<file path="config.mk">
export PLATFORM = sky130hd
export DESIGN_NAME = systolic_semiring_array
export DESIGN_NICKNAME = d
export VERILOG_FILES = /design/src/rtl/systolic_semiring_array.sv
export SDC_FILE = /design/constraint.sdc
export NUM_CORES = 1
export LEC_CHECK = 0
export CORE_UTILIZATION = 55
export CTS_CLUSTER_DIAMETER = 150
export CTS_CLUSTER_SIZE = 24
export DETAILED_ROUTE_END_ITERATION = 8
export GPL_ROUTABILITY_DRIVEN = 0
export GPL_TIMING_DRIVEN = 0
export MAX_ROUTING_LAYER = met4
export PLACE_DENSITY_LB_ADDON = 0.25
export SLEW_MARGIN = 20
export SYNTH_ARGS = -nofsm -noshare
export SYNTH_HDL_FRONTEND = slang
export SYNTH_SLANG_ARGS = --single-unit
</file>
<file path="constraint.sdc">
create_clock -name clk -period 9.8 [get_ports clk]
set_clock_uncertainty 0.05 [all_clocks]
set_input_delay 0.98 -clock clk [delete_from_list [all_inputs] [get_ports clk]]
set_output_delay 0.98 -clock clk [all_outputs]
set_load 0.01 [all_outputs]
</file>
<file path="src/rtl/systolic_semiring_array.sv">
// Linear systolic array: stationary weights, data shifted one cell per cycle, per-cell semiring accumulate.
// Results are drained serially after an N-cycle flush; in_ready is low during flush and drain.
module systolic_semiring_array #(
    parameter int W = 4,
    parameter int N = 4
) (
    input  logic         clk,
    input  logic         rst_n,
    input  logic         in_valid,
    output logic         in_ready,
    input  logic [1:0]   in_op,
    input  logic [W-1:0] in_data,
    input  logic         in_last,
    input  logic [1:0]   mode,
    output logic         out_valid,
    input  logic         out_ready,
    output logic [W-1:0] out_data,
    output logic         out_last
);

    localparam int IW = (N > 1) ? $clog2(N) : 1;
    localparam logic [1:0] ST_RUN   = 2'd0;
    localparam logic [1:0] ST_FLUSH = 2'd1;
    localparam logic [1:0] ST_DRAIN = 2'd2;
    localparam logic [W-1:0]  MAXV     = {W{1'b1}};
    localparam logic [IW-1:0] LAST_IDX = IW'(N - 1);

    logic [1:0]    state;
    logic [IW-1:0] cnt;
    logic [IW-1:0] idx;
    logic [1:0]    mode_q;
    logic [W-1:0]  w   [N];
    logic [W-1:0]  acc [N];
    logic [W-1:0]  x   [N];
    logic [W-1:0]  acc_nxt [N];
    logic [N-1:0]  tag;

    logic accept, is_wload, is_data, is_clear, drain_done;

    function automatic logic [W-1:0] ident(input logic [1:0] m);
        return (m == 2'b10) ? MAXV : '0;
    endfunction

    function automatic logic [W-1:0] fold(input logic [1:0] m, input logic [W-1:0] a,
                                          input logic [W-1:0] wt, input logic [W-1:0] xv);
        logic [2*W-1:0] prod;
        logic [W:0]     s;
        logic [W-1:0]   p;
        logic [W-1:0]   r;
        prod = {{W{1'b0}}, wt} * {{W{1'b0}}, xv};
        s = '0;
        p = '0;
        r = '0;
        case (m)
            2'b00: begin
                p = prod[W-1:0];
                r = a + p;
            end
            2'b01: begin
                // product clamped before the saturating add
                p = (|prod[2*W-1:W]) ? MAXV : prod[W-1:0];
                s = {1'b0, a} + {1'b0, p};
                r = s[W] ? MAXV : s[W-1:0];
            end
            2'b10: begin
                s = {1'b0, wt} + {1'b0, xv};
                p = s[W] ? MAXV : s[W-1:0];
                r = (p < a) ? p : a;
            end
            default: r = a | (wt & xv);
        endcase
        return r;
    endfunction

    assign in_ready   = (state == ST_RUN);
    assign out_valid  = (state == ST_DRAIN);
    assign out_data   = acc[idx];
    assign out_last   = out_valid && (idx == LAST_IDX);

    assign accept     = in_valid && in_ready;
    assign is_wload   = accept && (in_op == 2'b00);
    assign is_data    = accept && (in_op == 2'b01);
    assign is_clear   = accept && (in_op == 2'b10);
    assign drain_done = out_valid && out_ready && out_last;

    // A CLEAR coinciding with an in-flight word folds that word onto the new identity.
    always_comb begin
        for (int j = 0; j < N; j++) begin
            acc_nxt[j] = acc[j];
            if (is_clear)
                acc_nxt[j] = ident(mode);
            if (tag[j])
                acc_nxt[j] = fold(is_clear ? mode : mode_q, is_clear ? ident(mode) : acc[j], w[j], x[j]);
        end
    end

    always_ff @(posedge clk or negedge rst_n) begin
        if (!rst_n) begin
            for (int j = 0; j < N; j++) begin
                w[j]   <= '0;
                acc[j] <= '0;
                x[j]   <= '0;
            end
            tag    <= '0;
            state  <= ST_RUN;
            cnt    <= '0;
            idx    <= '0;
            mode_q <= 2'b00;
        end else begin
            tag <= {tag[N-2:0], is_data};
            if (is_data)
                x[0] <= in_data;
            for (int j = 1; j < N; j++)
                x[j] <= x[j-1];

            if (is_wload) begin
                w[0] <= in_data;
                for (int j = 1; j < N; j++)
                    w[j] <= w[j-1];
            end

            if (is_clear)
                mode_q <= mode;

            for (int j = 0; j < N; j++)
                acc[j] <= acc_nxt[j];

            case (state)
                ST_RUN: begin
                    if (is_data && in_last) begin
                        state <= ST_FLUSH;
                        cnt   <= '0;
                    end
                end
                ST_FLUSH: begin
                    cnt <= cnt + 1'b1;
                    if (cnt == LAST_IDX) begin
                        state <= ST_DRAIN;
                        idx   <= '0;
                    end
                end
                ST_DRAIN: begin
                    if (out_ready) begin
                        idx <= idx + 1'b1;
                        if (drain_done) begin
                            idx   <= '0;
                            state <= ST_RUN;
                            for (int j = 0; j < N; j++)
                                acc[j] <= ident(mode_q);
                        end
                    end
                end
                default: state <= ST_RUN;
            endcase
        end
    end

endmodule

</file>
==> results of run 1 <==
## worst min-delay path by stage
stage / from / end / slack [ns] / cells after the start
final: x[8] / x[4] / 0.45 / 0
after global routing: x[8] / x[4] / 0.46 / 0
after CTS: x[15] / x[11] / 0.45 / 0
after detailed placement: x[15] / x[11] / 0.43 / 0
after global placement: x[15] / x[11] / 0.42 / 0
after floorplan: x[4] / x[0] / 0.35 / 0
## per-layer routing
| layer | GRT usage | routed length (µm) | vias to the layer above |
|---|---|---|---|
| met5 | - | 0 | - |
| li1 | - | - | 3024 |
| met4 | 0.145 | 792 | 0 |
| met2 | 0.490 | 8990 | 326 |
| met1 | 0.384 | 8100 | 3208 |
| met3 | 0.0560 | 1460 | 76 |
## metrics by stage
stage / util / hold slack [ns]
after floorplan: - / 0.353
after global placement: 0.598 / 0.421
after detailed placement: 0.600 / 0.434
after CTS: 0.623 / 0.446
after global routing: 0.624 / 0.461
final: 0.624 / 0.445
## cells in the mapped netlist, types with 4 or more instances
| cell | count |
|---|---|
| a31oi_1 | 6 |
| or4_1 | 5 |
| o21a_1 | 11 |
| ha_1 | 113 |
| xor2_1 | 8 |
| fa_1 | 28 |
| mux2_2 | 15 |
| o211ai_1 | 16 |
| a221o_1 | 4 |
| o221ai_1 | 8 |
| o21bai_1 | 7 |
| a21o_1 | 17 |
| or4b_2 | 6 |
| a211o_1 | 9 |
| nor2_1 | 36 |
| o21ai_0 | 43 |
| mux4_2 | 4 |
| nand2_1 | 63 |
| o22ai_1 | 8 |
| nand2b_1 | 9 |
| nor3_1 | 14 |
| nand3_1 | 13 |
| nand3b_1 | 10 |
| nor3b_1 | 7 |
| clkbuf_1 | 14 |
| dfrtp_1 | 60 |
| inv_1 | 93 |
| a2bb2oi_1 | 7 |
| a21oi_1 | 72 |
| xnor2_1 | 15 |
| a311oi_1 | 4 |
| and2_1 | 28 |
| nor2b_1 | 18 |
## cell type report
class	instances	area (µm²)	area share
clock buffers	10	229	0.0290
flip-flops and latches	60	1500	0.190
inverters	94	353	0.0446
plain buffers	19	96.3	0.0122
clock inverters	6	63.8	0.00807
well taps	172	215	0.0272
multi-input cells	648	5250	0.664
repair buffers	19	200	0.0253
## critical path: stages (launching register included)
cell	delay, ns
dfrtp_1	0.48
nand2_1	0.12
fa_1	0.53
fa_1	0.61
inv_1	0.06
ha_1	0.28
a21o_1	0.18
a21oi_1	0.21
xnor2_1	0.10
a2111oi_1	0.79
nand3_1	0.16
ha_1	0.25
fa_1	0.44
a21oi_1	0.17
nor2b_1	0.08
o41ai_2	0.26
o221ai_1	0.18
a211o_1	0.31
## state kept, by name, summed over array words and instances (netlist names)
signal	cells
acc	16
w	16
x	16
tag	4
cnt	2
idx	2
mode_q	2
state	2
## logic make-up after synthesis
logic type               count (synthesis)  share of synthesized area
flip-flops                              60                      0.209
adder cells (fa/ha/maj)                141                      0.274
AND/OR/NAND/NOR                        224                      0.166
AO/OA/AOI/OAI                          238                      0.220
XOR/XNOR                                23                     0.0280
buffers and inverters                  113                     0.0624
multiplexers                            22                     0.0402
==> metrics, run 1 <==
largest net degree at the start of global routing 44; critical path class flop to flop; synthesized area 7200 µm²; DR WL/cell 18.8 µm; Die Wd 116 µm; Final WS setup 4.44 ns; Pins Over Slew Limit 0; Primary FF master, synth dfrtp_1; fin crit period 5.36 ns; critical-path maximum fanout 5; FILL cells 1090; Post-CTS Setup Bufs 0; initial DRC count 490; share of layout cells above drive strength 1 0.0724; Clk Latency, worst-skew pair 0.35 ns; Worst setup SP type flop; post-route cell area 7910 µm²; CTS tree done; drt drc 0; total grt overflow 0; antenna violations before repair 0; commonest non-fill, non-tap cells in the layout ha_1 (113), inv_1 (93), a21oi_1 (72); Worst setup endpoint acc[8]; # diodes 0; area delta synth->final 9.89%; DP Wirelength 15100 µm; setup violators final 0; Rows 41; FF+latch count, synth 60; Hold Path Class flop to flop; Total GRT Usage 0.310; status completed; hold_buf cts 0; Worst-path clk slew 0.06 ns; number of synthesized flops with an enable pin 0; register area share after synthesis 0.209; Synth area leader dfrtp_1; Max Freq 187 MHz; Synth warnings 0; initial core utilization 0.568; Syn Inst Count 821; Critical R2R Capture acc[8]; final hold viol count 0; reg2reg setup slack 4.44 ns; worst-margin pin slew 0.859 ns; die area 13500 µm²; Sum Neg Setup Slack 0 ns; DRT antenna net count 0; Post-CTS Resized 0; cts bufs inserted 9; I/O Pins 20; ranking of synthesized cells by area dfrtp_1 (21%), ha_1 (20%), fa_1 (7.8%), a21oi_1 (5.0%), inv_1 (4.9%); vias in the first global route 6377; CP Launch Point x[11]; Slew HR 0.426; H-Tree Depth 3; CTS sink count 60; via count 6634; Final Non-Filler Cells 1028; Synth Area per Inst 8.76 µm²; Critical Path Sink Type flop; PortBufs 17; core area 12700 µm²; Die Y 116 µm; required time worst endpoint 9.99 ns; MaxCap Viol Count 0; final WL 19400 µm; first-pass GRT wire length 31200 µm; post-layout net count 1005; mean number of vias per cell 6.45; CTS root buf clkbuf_16; post-synthesis async set-or-reset flop share 1.00; CTS Buffer Depth 2; most common cell after layout, fill and taps aside ha_1; arrival time worst endpoint 5.55 ns; Final period util 0.547; reg2reg path depth 17; RSZ-0062 raised after global routing false; worst r2r src x[11]; net count after synthesis 975; Initial DRT Pass Iterations 5; Yosys top cell area share 0.209; Yosys cell types 59; dpl ws 4.20 ns; Placed Cells 1011; placed cell area 7610 µm²
Power of run 1 is left out: the tool's default activity adds up to more than one toggle a clock period on the data nets, which glitch-free logic cannot reach.
==> inputs of run 2 (changes only) <==
Clock period 9.8 ns to 5.01 ns, I/O delays scaled along.
==> run 2 against run 1 <==
Die area unchanged. Setup slack worse by 4.3 ns. Via count barely moved. Clock-buffer cell count stayed put. Critical endpoint is now acc[1]. Final cell count up 0.68%. Non-clock buffer count up 7. First-iteration DRC count rose by 2.9%. Highest routed layer unchanged. Final area is 2.8% higher.
==> metrics, run 2 (synthesis results as in run 1) <==
status completed; met3 wire length 1520 µm; Worst setup SP type flop; core area 12700 µm²; slowest library cell on the worst path fa_1; die area 13500 µm²; DP Wirelength 15100 µm; PortBufs 17; vias in the first global route 6390; DR WL/cell 19.2 µm; worst path bufs/invs 1; critical path class flop to flop; via count 6628; cts bufs inserted 9; Hold Path Class flop to flop; total grt overflow 0; Die Wd 116 µm; Placed Cells 1011; commonest non-fill, non-tap cells in the layout ha_1 (110), inv_1 (93), a21oi_1 (66); FF+latch area 1520 µm²; Final period util 0.964; largest net degree at the start of global routing 44; Sum Neg Setup Slack 0 ns; initial core utilization 0.568; wire length on met1 8260 µm; Clk Latency, worst-skew pair 0.35 ns; # diodes 0; CTS sink count 60; CTS Buffer Depth 2; CP Cell Sequence nand2_2 > fa_1 > fa_1 > inv_1 > ha_1 > a21oi_2 > nor2_1 > or4_4 > a2111oi_4 > nand2_1 > ha_4 > fa_2 > a21oi_1 > nor2b_1 > or4_1 > a21oi_2 > a2bb2oi_1; Critical Path Sink Type flop; top flop regs acc x16, w x16, x x16; Pins Over Slew Limit 0; Final Non-Filler Cells 1035; most common cell after layout, fill and taps aside ha_1; initial DRC count 504; FILL cells 1063; first-pass GRT wire length 31300 µm; Rows 41; Min Hold Slack 0.406 ns; H-Tree Depth 3; delay-heaviest family, CP adder cells; Crit path largest cell delay 0.55 ns; area occupied by multi-input gates 5400 µm²; fin crit period 4.83 ns; post-layout net count 1012; area delta synth->final 13.0%; DR WL met2 9420 µm; arrival time worst endpoint 4.99 ns; final WL 19900 µm; Initial DRT Pass Iterations 5; Slew HR 0.414; required time worst endpoint 5.17 ns; Total GRT Usage 0.311; DR top layer met4; setup violators final 0; post-layout util 0.642; critical-path maximum fanout 5; CTS tree done; DRT antenna net count 0; share of layout cells above drive strength 1 0.124; Max Freq 207 MHz; drt drc 0; antenna violations before repair 0; final hold viol count 0; Worst-path clk slew 0.05 ns; I/O Pins 20; worst-margin pin slew 0.875 ns; Die Y 116 µm; mean number of vias per cell 6.40; CTS root buf clkbuf_16; MaxCap Viol Count 0
run 2: timing repair:
action                     in CTS  in global routing
hold buffers                    1                  0
hold endpoints to repair       17                  0
resized for setup               8                 39
setup buffers                   0                  7
setup endpoints to repair      12                 16
pin swaps                       0                 18
run 2: worst paths after layout:
path | to | from | slack, ns | cells after the start
worst max-delay path | acc[1] | w[2] | 0.18 | 17
worst min-delay path | x[11] | x[15] | 0.41 | 0
worst max register to register | acc[1] | w[2] | 0.18 | 17
worst min register to register | x[11] | x[15] | 0.41 | 0
max in group asynchronous | w[2] | rst_n | 3.86 | 3
min in group asynchronous | tag[0] | rst_n | 0.53 | 2
run 2: stage by stage:
stage               worst slack [ns]  instance area, µm²
CTS                          -0.0159                7950
detailed placement            -0.587                7610
global placement              -0.474                7580
floorplan                      0.111                7200
global route                 -0.0309                8130
finish                         0.180                8130
run 2: final cells by class:
cell class | count | area share
Buffer | 19 | 0.0118
Clock buffer | 10 | 0.0282
Clock inverter | 6 | 0.00785
Inverter | 94 | 0.0434
Multi-Input combinational cell | 648 | 0.664
Sequential cell | 60 | 0.187
Tap cell | 172 | 0.0265
Timing Repair Buffer | 26 | 0.0317
run 2: worst reg2reg max path, delay by kind of cell (launching register included):
family	cells	cell delay, ns
and+or+nand+nor	6	1.31
buffers and inverters	1	0.06
AOI/OAI and AO/OA	5	0.98
DFF	1	0.43
adders and majority gates	5	1.90
run 2: per-layer routing:
layer  vias to the layer above  global-route usage
met4                         0               0.149
met3                        62              0.0560
met1                      3228               0.385
met5                         -                   -
li1                       3035                   -
met2                       303               0.492
Power of run 2 is left out for the same reason.
